[src/rtl/serial_adder.sv]
// ============================================================================
// Module      : serial_adder
// Description : Bit-serial WIDTH-bit adder. One full-adder cell and a carry
//               flop process the operands LSB first, one bit per clock,
//               behind a start/busy/done handshake. S/Cout (and ovf) are
//               updated only when an operation completes and are otherwise
//               held.
//               Optional feature macro: SERIAL_ADDER_OVF_EN adds the ovf
//               output (signed two's-complement overflow).
// Revision    : 1.0 - initial release
// ============================================================================
`default_nettype none

module serial_adder #(
    parameter int WIDTH = 4
) (
    input  logic             clk,
    input  logic             rst,
    input  logic             start,
    input  logic [WIDTH-1:0] A,
    input  logic [WIDTH-1:0] B,
    input  logic             Cin,
    output logic             busy,
    output logic             done,
    output logic [WIDTH-1:0] S,
    output logic             Cout
`ifdef SERIAL_ADDER_OVF_EN
    ,
    output logic             ovf
`endif
);

    localparam int c_cw = $clog2(WIDTH + 1);

    localparam logic [1:0] c_idle = 2'd0;
    localparam logic [1:0] c_run  = 2'd1;
    localparam logic [1:0] c_done = 2'd2;

    // Counter value while the MSB is being processed
    localparam logic [c_cw-1:0] c_last = c_cw'(WIDTH - 1);

    logic [1:0]       r_state;
    logic [WIDTH-1:0] r_a;
    logic [WIDTH-1:0] r_b;
    logic [WIDTH-1:0] r_res;
    logic             r_c;
    logic [c_cw-1:0]  r_cnt;

    logic             w_sum;
    logic             w_cnext;
    logic             w_accept;
    logic [WIDTH-1:0] w_res_next;

    // Single full-adder cell working on the current LSBs and the carry flop
    assign w_sum      = r_a[0] ^ r_b[0] ^ r_c;
    assign w_cnext    = (r_a[0] & r_b[0]) | (r_c & (r_a[0] ^ r_b[0]));
    assign w_res_next = {w_sum, r_res[WIDTH-1:1]};

    // A new request is taken in IDLE and also in DONE (back-to-back operation)
    assign w_accept = start && ((r_state == c_idle) || (r_state == c_done));

    // Handshake FSM, serial datapath and held result registers
    always_ff @(posedge clk) begin
        if (rst) begin
            r_state <= c_idle;
            r_a     <= '0;
            r_b     <= '0;
            r_res   <= '0;
            r_c     <= 1'b0;
            r_cnt   <= '0;
            busy    <= 1'b0;
            done    <= 1'b0;
            S       <= '0;
            Cout    <= 1'b0;
`ifdef SERIAL_ADDER_OVF_EN
            ovf     <= 1'b0;
`endif
        end else begin
            case (r_state)
                c_idle, c_done: begin
                    if (w_accept) begin
                        r_a     <= A;
                        r_b     <= B;
                        r_c     <= Cin;
                        r_res   <= '0;
                        r_cnt   <= '0;
                        busy    <= 1'b1;
                        done    <= 1'b0;
                        r_state <= c_run;
                    end else begin
                        busy    <= 1'b0;
                        done    <= 1'b0;
                        r_state <= c_idle;
                    end
                end
                c_run: begin
                    // start is ignored here; captured operands keep shifting
                    r_a   <= r_a >> 1;
                    r_b   <= r_b >> 1;
                    r_res <= w_res_next;
                    r_c   <= w_cnext;
                    r_cnt <= r_cnt + c_cw'(1);
                    if (r_cnt == c_last) begin
                        busy    <= 1'b0;
                        done    <= 1'b1;
                        S       <= w_res_next;
                        Cout    <= w_cnext;
`ifdef SERIAL_ADDER_OVF_EN
                        // r_c is the carry into the MSB, w_cnext the carry out
                        ovf     <= r_c ^ w_cnext;
`endif
                        r_state <= c_done;
                    end
                end
                default: begin
                    busy    <= 1'b0;
                    done    <= 1'b0;
                    r_state <= c_idle;
                end
            endcase
        end
    end

endmodule

`default_nettype wire

[config.mk]
export PLATFORM = sky130hd
export DESIGN_NAME = serial_adder
export DESIGN_NICKNAME = d
export VERILOG_FILES = /design/src/rtl/serial_adder.sv
export SDC_FILE = /design/constraint.sdc
export NUM_CORES = 1
export LEC_CHECK = 0
export CAP_MARGIN = 20
export CORE_ASPECT_RATIO = 1.25
export CORE_MARGIN = 3
export CORE_UTILIZATION = 50
export DETAILED_ROUTE_END_ITERATION = 8
export GPL_TIMING_DRIVEN = 0
export PLACE_DENSITY_LB_ADDON = 0.05
export SLEW_MARGIN = 30
export SYNTH_ARGS = -nofsm -noshare
export SYNTH_HDL_FRONTEND = slang
export SYNTH_SLANG_ARGS = --single-unit
[constraint.sdc]
create_clock -name clk -period 1.7 [get_ports clk]
set_input_delay 0.255 -clock clk [delete_from_list [all_inputs] [get_ports clk]]
set_output_delay 0.255 -clock clk [all_outputs]
set_load 0.005 [all_outputs]
==> metrics.md <==
| Metric | Value |
|---|---|
| Maximum number of pins on one net before global-route repair | 13 |
| Count of final setup violators | 0 |
| First-pass GRT wire length | 3700 um |
| Via count of the first global-routing pass | 863 |
| # Post-CTS Setup Buffers | 0 |
| Endpoint arrival time on the critical path | about 1.2 ns |
| Maximum fanout along the worst path | 2 |
| Detail Route Antenna Nets | 0 |
| Worst vdd ir | 457 uV |
| Layout Area Growth over Synthesis | 21.1% |
| Max-slew violation total from the final report | 0 |
| Number of DRC markers after the initial detailed-route iteration | 8 |
| Top library cells by usage in the layout, fill and taps aside | 25 x sky130_fd_sc_hd__nand2_1, 24 x sky130_fd_sc_hd__dfxtp_1, 18 x sky130_fd_sc_hd__clkdlybuf4s50_1, 9 x sky130_fd_sc_hd__a21oi_1 |
| Buffers on Ports | 18 |
| Part of the Yosys area used for sequential elements | about 44% |
| Most common library cell in the layout ignoring fill and taps | sky130_fd_sc_hd__nand2_1 |
| Largest buffer count on any clock path | 2 |
| RSZ-0062 raised after global routing | false |
| Detail-routed via count per cell | 5.55 |
| Proportion of layout cells with a drive suffix above 1 | about a fifth |
| Data required time at the worst endpoint | 1.44 ns |
| Hold Vio Cnt, Final | 0 |
| Clock latency reported for the late side of the worst-skew pair | 0.30 ns |
| Reg clk slew, reported paths | 0.12 ns |
| Slew HR | 69.2% |
| Kind of start point of the critical path | flip-flop |
| Setup crit end kind | output port |
| DIE WIDTH | 47.6 um |
| Post-synthesis average cell area | around 9 sq um |
| Clock root cell | sky130_fd_sc_hd__clkbuf_4 |
| Crit path cell chain | clkdlybuf4s50_1 |
| Leak pwr | 0.000463 uW |
| CP bufs+invs | 1 |
| Warnings from Yosys | 0 |
| Transition time of the tightest slew-check pin | about 0.46 ns |
| Number of clock buffers inserted by TritonCTS | 3 |
| Clock Skews | between 0.0005 and 0.0006 ns |
| Share of the synthesized area in the top cell type | about 44% |
| Standard cell with the maximum stage delay on the critical path | sky130_fd_sc_hd__clkdlybuf4s50_1 |
| Delay of the slowest cell on the worst path | 0.50 ns |
| Via count of the routed design | 877 |
| Final cycle utilization of the critical path | roughly 83% |
| Total DRC errors in the routed layout | 0 |
| Max-cap check violation count | 0 |
| TNS Setup | 0 ns |
| Hold buffer count at CTS | 0 |
| Total detailed-routing wirelength | roughly 2100 um |
| CTS tree | built |
| Antenna violations before repair | 0 |
| Die extent in y | around 58 um |
| Cell type contributing the most total cell area after synthesis | sky130_fd_sc_hd__dfxtp_1 |
| Highest Clock Rate | 705 MHz |
| Run status | completed |
| Detailed-placement wirelength estimate | 1520 um |
| Area of the core | 2000 sq um |
| Initial cell density of the core | 53.9% |
| Kind of cell adding the most delay to the critical path | buffers and inverters |
| Final #Nets | 155 |
| Worst hold margin | 0.461 ns |
| Average detailed-routed wire length per instance | 13.2 um |
| Final min period | 1.42 ns |
| Area of the die | 2760 sq um |
| Resize count post-CTS | 0 |
| Number of distinct library cell variants in the gate-level netlist after synthesis | 25 |
| Core Util, Final | 65.3% |
| Cells taking the most area after synthesis | sky130_fd_sc_hd__dfxtp_1 44%, sky130_fd_sc_hd__nand2_1 8.7%, sky130_fd_sc_hd__nand3_2 6.5% |
| Net count after synthesis | around 130 |
| Gate count after technology mapping | between 100 and 150 |
| I/O Pins | 19 |
| Total Routing Usage GR | 18.3% |
| Aggregate global routing overflow | 0 |
| Diode count | 0 |
| Power Dens Cells | 788 nW/um^2 |
| Flop and latch count out of synthesis | 24 |
| Number of iterations in the first detailed-routing pass | 4 |
| Number of H-tree levels | 1 |
| Count of clock tree sinks | 24 |
| Class of the most critical setup path | flip-flop to output port |
| Post-synth design cell area | approximately 1100 sq um |
| Worst Hold Class | flip-flop to flip-flop |
| Rows | 18 |
| Final weighted congestion in routability-driven placement | 0.732 |
report_power, final:
part,switching [uW],internal (uW)
logic,87.7,88.0
clock network,161,82.7
registers,20.4,591
total,269,762
stage by stage:
stage	total power (uW)	instances	worst slack [ns]	area, sq um
final	1030	158	0.281	1310
after global routing	1090	158	0.171	1310
after floorplan	741	117	0.502	1080
after global placement	795	155	0.236	1290
after detailed placement	800	155	0.180	1290
after CTS	1040	158	0.272	1310
final timing paths:
path	start	depth (start not counted)	endpoint	slack (ns)
worst max-delay path	done	1	done	0.28
worst min-delay path	S[0]	2	S[0]	0.46
worst max register to register	r_cnt[0]	6	S[2]	0.32
worst min register to register	S[0]	2	S[0]	0.46
metal layers:
layer / vias to the layer above / track usage, % / routed length (um) / share of wire, %
met4: 0 / 6.92 / 15 / 0.72
met3: 2 / 2.80 / 80 / 3.8
li1: 443 / - / - / -
met1: 413 / 23.9 / 917 / 44
met2: 19 / 29.5 / 1070 / 51
met5: - / 0 / 0 / 0
cells by family after synthesis:
logic type / after synthesis / synth area share, %
adders and majority gates: 3 / 4.17
AOI/OAI and AO/OA: 22 / 14.6
DFF: 24 / 44.4
buffers and inverters: 11 / 9.14
and+or+nand+nor: 57 / 27.7
flip-flops by register name, summed over array words and instances (netlist names):
signal   count
Cout         1
done         1
r_c          1
r_state      2
S            4
r_cnt        3
r_b          4
r_a          4
r_res        3
busy         1
synth_stat cells:
| cell type | instances |
|---|---|
| sky130_fd_sc_hd__a21oi_1 | 9 |
| sky130_fd_sc_hd__a21oi_2 | 5 |
| sky130_fd_sc_hd__a311oi_1 | 7 |
| sky130_fd_sc_hd__and2b_1 | 1 |
| sky130_fd_sc_hd__buf_12 | 1 |
| sky130_fd_sc_hd__buf_2 | 3 |
| sky130_fd_sc_hd__buf_4 | 1 |
| sky130_fd_sc_hd__buf_6 | 3 |
| sky130_fd_sc_hd__buf_8 | 1 |
| sky130_fd_sc_hd__clkbuf_1 | 1 |
| sky130_fd_sc_hd__dfxtp_1 | 24 |
| sky130_fd_sc_hd__fa_1 | 1 |
| sky130_fd_sc_hd__ha_1 | 2 |
| sky130_fd_sc_hd__inv_1 | 1 |
| sky130_fd_sc_hd__nand2_1 | 25 |
| sky130_fd_sc_hd__nand2b_1 | 4 |
| sky130_fd_sc_hd__nand3_1 | 6 |
| sky130_fd_sc_hd__nand3_2 | 7 |
| sky130_fd_sc_hd__nand3b_1 | 2 |
| sky130_fd_sc_hd__nor2_1 | 7 |
| sky130_fd_sc_hd__nor2_2 | 2 |
| sky130_fd_sc_hd__nor2b_1 | 1 |
| sky130_fd_sc_hd__nor3_1 | 1 |
| sky130_fd_sc_hd__nor3b_1 | 1 |
| sky130_fd_sc_hd__o21a_1 | 1 |
layout make-up:
cell class                 count  area [sq um]
sequential                    24           480
inverter                       1          3.75
multi-input combinational     82           502
fill                         165           696
timing repair buffer          18           180
clock buffer                   3          22.5
buffer                        10          95.1
tap                           20          25.0
No activity file was read; power rests on OpenSTA's default activity.
